### config.mk
export PLATFORM = sky130hd
export DESIGN_NAME = led_sequencer
export DESIGN_NICKNAME = d
export VERILOG_FILES = /design/src/rtl/led_seq_pkg.sv /design/src/rtl/tick_divider.sv /design/src/rtl/led_sequencer.sv
export SDC_FILE = /design/constraint.sdc
export NUM_CORES = 1
export LEC_CHECK = 0
export CAP_MARGIN = 5
export CELL_PAD_IN_SITES_DETAIL_PLACEMENT = 1
export CELL_PAD_IN_SITES_GLOBAL_PLACEMENT = 1
export CORE_UTILIZATION = 46
export DETAILED_ROUTE_END_ITERATION = 10
export PLACE_DENSITY_LB_ADDON = 0.25
export SKIP_CTS_REPAIR_TIMING = 1
export SYNTH_ARGS = -nofsm -noshare
export SYNTH_HDL_FRONTEND = slang
export SYNTH_SLANG_ARGS = --single-unit
### constraint.sdc
create_clock -name clk -period 5 [get_ports clk]
set_input_delay 0.75 -clock clk [delete_from_list [all_inputs] [get_ports clk]]
set_output_delay 0.75 -clock clk [all_outputs]
set_load 0.02 [all_outputs]
### src/rtl/led_seq_pkg.sv
// rtl/led_seq_pkg.sv - shared mode encodings and tick divisor helper for the LED sequencer
package led_seq_pkg;

   typedef enum logic [1:0] {
      MODE_BOUNCE = 2'b00,
      MODE_ROT_R  = 2'b01,
      MODE_ROT_L  = 2'b10,
      MODE_BAR    = 2'b11
   } mode_e;

   function automatic int calc_div(input int clk_hz, input int tick_hz);
      return clk_hz / tick_hz;
   endfunction

endpackage

### src/rtl/tick_divider.sv
// rtl/tick_divider.sv - base tick prescaler, pulses tick while parked on its last count
module tick_divider
   import led_seq_pkg::*;
#(
   parameter int CLK_HZ  = 12000000,
   parameter int TICK_HZ = 1000
) (
   input  logic clk,
   input  logic rst,
   input  logic en,
   input  logic clr,
   output logic tick
);

   localparam int DIV = calc_div(CLK_HZ, TICK_HZ);
   localparam int CW  = $clog2(DIV);
   localparam logic [CW-1:0] LAST = CW'(DIV - 1);

   logic [CW-1:0] cnt_q, cnt_d;

   always_comb begin
      cnt_d = cnt_q;
      if (clr) begin
         cnt_d = '0;
      end else if (en) begin
         cnt_d = (cnt_q == LAST) ? '0 : cnt_q + CW'(1);
      end
   end

   always_ff @(posedge clk) begin
      if (!rst) cnt_q <= '0;
      else      cnt_q <= cnt_d;
   end

   assign tick = en && !clr && (cnt_q == LAST);

endmodule

### src/rtl/led_sequencer.sv
// rtl/led_sequencer.sv - LED pattern sequencer (bounce / rotate / bar) with step and wrap pulses
module led_sequencer
   import led_seq_pkg::*;
#(
   parameter int N_LEDS  = 8,
   parameter int CLK_HZ  = 12000000,
   parameter int TICK_HZ = 1000,
   parameter int SPD_W   = 8
) (
   input  logic              clk,
   input  logic              rst,
   input  logic              en,
   input  logic [1:0]        mode,
   input  logic [SPD_W-1:0]  speed,
   input  logic              restart,
   output logic [N_LEDS-1:0] leds,
   output logic              step,
   output logic              wrap
);

   localparam int PW = $clog2(N_LEDS + 1);
   localparam logic [PW-1:0] TOP    = PW'(N_LEDS - 1);
   localparam logic [PW-1:0] TOP_M1 = PW'(N_LEDS - 2);
   localparam logic [PW-1:0] FULL   = PW'(N_LEDS);

   // pos_q is the lit index for one-hot modes and the fill level for bar;
   // dir_q means "descending" in bounce and "emptying" in bar.
   mode_e             mode_in, mode_q, mode_d;
   logic [PW-1:0]     pos_q, pos_d;
   logic              dir_q, dir_d;
   logic [SPD_W-1:0]  cnt_q, cnt_d;
   logic [N_LEDS-1:0] leds_q, leds_d;
   logic              step_q, step_d, wrap_q, wrap_d;
   logic              tick, step_fire;

   assign mode_in = mode_e'(mode);

   tick_divider #(.CLK_HZ(CLK_HZ), .TICK_HZ(TICK_HZ)) u_tick (
      .clk  (clk),
      .rst  (rst),
      .en   (en),
      .clr  (restart),
      .tick (tick)
   );

   function automatic logic [PW-1:0] start_pos(input mode_e m);
      return (m == MODE_BOUNCE || m == MODE_ROT_R) ? TOP : '0;
   endfunction

   function automatic logic start_dir(input mode_e m);
      return (m == MODE_BOUNCE);
   endfunction

   function automatic logic [N_LEDS-1:0] decode(input mode_e m, input logic [PW-1:0] p);
      if (m == MODE_BAR) return ~({N_LEDS{1'b1}} >> p);
      return N_LEDS'(1) << p;
   endfunction

   always_comb begin
      mode_d    = mode_q;
      pos_d     = pos_q;
      dir_d     = dir_q;
      cnt_d     = cnt_q;
      step_d    = 1'b0;
      wrap_d    = 1'b0;
      step_fire = tick && (cnt_q >= speed);
      if (tick) cnt_d = step_fire ? '0 : cnt_q + SPD_W'(1);

      if (restart) begin
         mode_d = mode_in;
         pos_d  = start_pos(mode_in);
         dir_d  = start_dir(mode_in);
         cnt_d  = '0;
      end else if (mode_in != mode_q) begin
         mode_d = mode_in;
         pos_d  = start_pos(mode_in);
         dir_d  = start_dir(mode_in);
      end else if (step_fire) begin
         step_d = 1'b1;
         dir_d  = 1'b0;
         unique case (mode_q)
            MODE_BOUNCE: begin
               if (pos_q > TOP || (dir_q && pos_q == '0) || (!dir_q && pos_q == TOP)) begin
                  pos_d = TOP;
                  dir_d = 1'b1;
               end else if (dir_q) begin
                  pos_d = pos_q - PW'(1);
                  dir_d = (pos_q != PW'(1));
               end else begin
                  pos_d  = pos_q + PW'(1);
                  dir_d  = (pos_q == TOP_M1);
                  wrap_d = (pos_q == TOP_M1);
               end
            end
            MODE_ROT_R: begin
               if (pos_q > TOP) begin
                  pos_d = TOP;
               end else if (pos_q == '0) begin
                  pos_d  = TOP;
                  wrap_d = 1'b1;
               end else begin
                  pos_d = pos_q - PW'(1);
               end
            end
            MODE_ROT_L: begin
               if (pos_q >= TOP) begin
                  pos_d  = '0;
                  wrap_d = (pos_q == TOP);
               end else begin
                  pos_d = pos_q + PW'(1);
               end
            end
            MODE_BAR: begin
               if (pos_q > FULL || (!dir_q && pos_q == FULL) || (dir_q && pos_q == '0)) begin
                  pos_d = '0;
               end else if (!dir_q) begin
                  pos_d = pos_q + PW'(1);
                  dir_d = (pos_q == TOP);
               end else begin
                  pos_d  = pos_q - PW'(1);
                  dir_d  = (pos_q != PW'(1));
                  wrap_d = (pos_q == PW'(1));
               end
            end
            default: pos_d = start_pos(mode_q);
         endcase
      end
      leds_d = decode(mode_d, pos_d);
   end

   always_ff @(posedge clk) begin
      if (!rst) begin
         mode_q <= MODE_BOUNCE;
         pos_q  <= TOP;
         dir_q  <= 1'b1;
         cnt_q  <= '0;
         leds_q <= {1'b1, {(N_LEDS-1){1'b0}}};
         step_q <= 1'b0;
         wrap_q <= 1'b0;
      end else begin
         mode_q <= mode_d;
         pos_q  <= pos_d;
         dir_q  <= dir_d;
         cnt_q  <= cnt_d;
         leds_q <= leds_d;
         step_q <= step_d;
         wrap_q <= wrap_d;
      end
   end

   assign leds = leds_q;
   assign step = step_q;
   assign wrap = wrap_q;

endmodule

==> reports/results.tsv <==
stage	metric	value	unit
yosys	yosysUniqueCellTypes	61	
die	rows	26	
clock_network	numCtsBuffers	5	
sta	fmax	0.2604	GHz
global_routing	antenna_found_initial	0	
die	fp.dieW	75.52	um
global_routing	grt_pass1_wl	10480	um
layout	nets	354	
layout	drive_above_1_share	5.607	%
sta	hold_violations	0	
global_routing	track_usage	24.42	%
clock_network	insertion_delay	0.30	ns
critical_path	r2r_slack	1.51	ns
critical_path	critPathCaptureType	register	
sta	grt_setup_unrepaired	false	
placement	portBuffers	23	
critical_path	r2r-start	cnt_q[0]	
pwr	pwr-share-comb	17.1	%
yosys	async_flop_share	0	%
yosys	ys.flop_type	dfxtp_1	
yosys	synth_edf_count	0	
detailed_routing	vias_per_cell	5.767	
yosys	synth_area	2486	um2
sta	post-route-min-period	3.840	ns
detailed_routing	drt_iter0_markers	80	
pwr	power.internal	0.4625	mW
die	dieArea	5703	um2
clock_network	clk_pin_slew	0.08	ns
clock_network	clockRootBuffer	clkbuf_8	
min_path	min_to	u_tick.cnt_q[11]	
critical_path	arrival	3.98	ns
min_path	hp-start	u_tick.cnt_q[11]	
placement	hpwl	4629	um
die	die_h	75.52	um
yosys	syn_nets	329	
clock_network	clock-sinks	39	
layout	antennaDiodeCount	0	
die	num_io_pins	24	
critical_path	critPathKind	in -> reg	
critical_path	required	5.14	ns
pwr	power.leakage	1.088	nW
min_path	hold-path-cell-count	2	
detailed_routing	drt_pass1_iterations	4	
placement	routabilityCongestion	0.8357	
sta	worst_pin_slew	0.8097	ns
sta	slew-limit-headroom	45.70	%
global_routing	grt_pass1_vias	2183	
sta	final-setup-viol-count	0	
die	coreArea	5140	um2
critical_path	cp_max_fo	7	
critical_path	crit_chain	clkdlybuf4s50_1 > ha_1 > nand2b_4 > a2111o_1 > a311oi_1 > nor2_1 > a211oi_1 > nor2_1 > o21ai_0 > a221oi_1	
detailed_routing	ant_nets	0	
pwr	ir_drop	0.1356	mV
critical_path	startpoint_type	input pin	
sta	fin_tns_setup	0	ns
min_path	hp-class	reg -> reg	
yosys	synth_seq_cells	39	
global_routing	grt-ovfl-total	0	
pwr	pwr-share-seq	50.3	%
yosys	synth.avg_cell_area	8.428	um2
pwr	power_density	227.5	nW/um2
die	initial_utilization	48.37	%
layout	nFillCells	665	
critical_path	worst_path_max_delay_cell	a211oi_1	
critical_path	cp_common_cell	nor2_1	
layout	final_cell_mix	dfxtp_1, nor2_1, clkdlybuf4s50_1, nand2_1, ha_1	
pwr	p_clk_share	32.6	%
yosys	yosys_warnings	0	
critical_path	max_stage_delay	0.71	ns
detailed_routing	num_vias	2255	
pwr	switchingPower	0.1909	mW
yosys	ys_seq_area_share	31.40	%
clock_network	h-tree-depth	2	
pwr	p_sw_share	29.22	%
run_status	status	complete, no violations	
run	cap_viol_max_count	0	
detailed_routing	drc	0	
sta	timing.final.crit_share	76.80	%
critical_path	r2r_cells	10	
critical_path	timing.rr.end	leds[3]	
yosys	synthCells	295	
detailed_routing	wl_per_cell	16.33	um
sta	holdWs	0.5238	ns
layout	area_growth	15.50	%
clock_network	cts_tree	yes	
layout	final_common_cell	dfxtp_1	
detailed_routing	drt_wl_total	6384	um
global_routing	grt_start_max_net_pins	16	
clock_network	cts_buffer_depth	2	
sta	fin_worst_skew	0.006330	ns
sta	slew_viol_final	0	
==> Yosys cell counts (4+ instances only) <==
library cell	number	area, um2
or3_1	5	31.28
o211ai_1	6	45.04
o21ai_0	16	80.08
nand3_1	12	60.06
nor3_1	8	40.04
nor2_1	26	97.59
xnor2_1	4	35.03
nand4_1	8	50.05
and2_1	4	25.02
xor2_1	19	166.4
nand2_1	22	82.58
inv_1	17	63.81
a31oi_1	6	37.54
ha_1	20	250.2
dfxtp_1	39	780.8
a21oi_1	12	60.06
nor2b_1	5	31.28
mux2i_1	4	40.04
==> kinds of logic (layout without fill, tap and decap cells) <==
kind of cell               Yosys count  count (layout)  share of synthesized area, %
and+or+nand+nor                    115             115                         24.71
AOI/OAI and AO/OA                   71              71                         20.38
DFF                                 39              39                         31.40
xor gates and xnor gates            23              23                         8.103
buffers and inverters               23              49                         3.724
adders and majority gates           20              20                         10.07
muxes                                4               4                         1.611
==> routing by layer <==
layer,up-vias,GRT usage [%],wire length (um)
li1,1132,-,-
met1,1087,32.95,3155
met2,28,40.08,3006
met3,8,5.026,146
met4,0,5.967,74
met5,-,0,0
==> power groups by stage <==
stage | clock [mW] | sequential [mW] | combinational [mW]
6_report | 0.213 | 0.329 | 0.112
3_5_place_dp | 0 | 0.336 | 0.109
3_3_place_gp | 0 | 0.336 | 0.107
4_1_cts | 0.221 | 0.328 | 0.111
5_1_grt | 0.232 | 0.330 | 0.122
2_1_floorplan | 0 | 0.335 | 0.0699
==> sequential cells by signal (all words and copies together) (netlist names) <==
| register | count |
|---|---|
| cnt_q | 8 |
| pos_q | 4 |
| wrap | 1 |
| mode_q | 2 |
| leds | 8 |
| step | 1 |
| u_tick.cnt_q | 14 |
| dir_q | 1 |
==> area by class of cell <==
type / instances / area (um2) / area share, %
clock buffers: 5 / 68.82 / 2.397
clock inverters: 3 / 20.02 / 0.6972
inverters: 17 / 63.81 / 2.222
multi-input cells: 233 / 1613 / 56.17
flip-flops and latches: 39 / 780.7 / 27.19
well taps: 70 / 87.58 / 3.050
repair buffers: 24 / 237.7 / 8.279
==> stage by stage <==
step / instance area, um2 / instances / setup WS, ns / power, mW / util (%)
after floorplan: 2486 / 295 / 1.839 / 0.4044 / -
after global placement: 2783 / 383 / 1.141 / 0.4426 / 54.14
after detailed placement: 2783 / 383 / 1.058 / 0.4449 / 54.14
after CTS: 2872 / 391 / 1.211 / 0.6609 / 55.87
after global routing: 2872 / 391 / 1.045 / 0.6842 / 55.87
final: 2872 / 391 / 1.160 / 0.6534 / 55.87
==> critical path: cells and delay by family <==
kind	cells	cell delay (ns)
adder cells (fa/ha/maj)	1	0.29
AO/OA/AOI/OAI	5	2.08
buffers and inverters	1	0.41
AND/OR/NAND/NOR	3	0.46
==> worst max-delay path by stage <==
stage | start | cells after the start | to | slack [ns]
after CTS | speed[0] | 10 | leds[3] | 1.21
final | speed[0] | 10 | leds[3] | 1.16
after floorplan | speed[0] | 9 | leds[2] | 1.84
after global routing | speed[0] | 10 | leds[3] | 1.05
after global placement | speed[0] | 10 | leds[3] | 1.14
after detailed placement | speed[0] | 10 | leds[3] | 1.06
(Power assumes the default switching activity.)
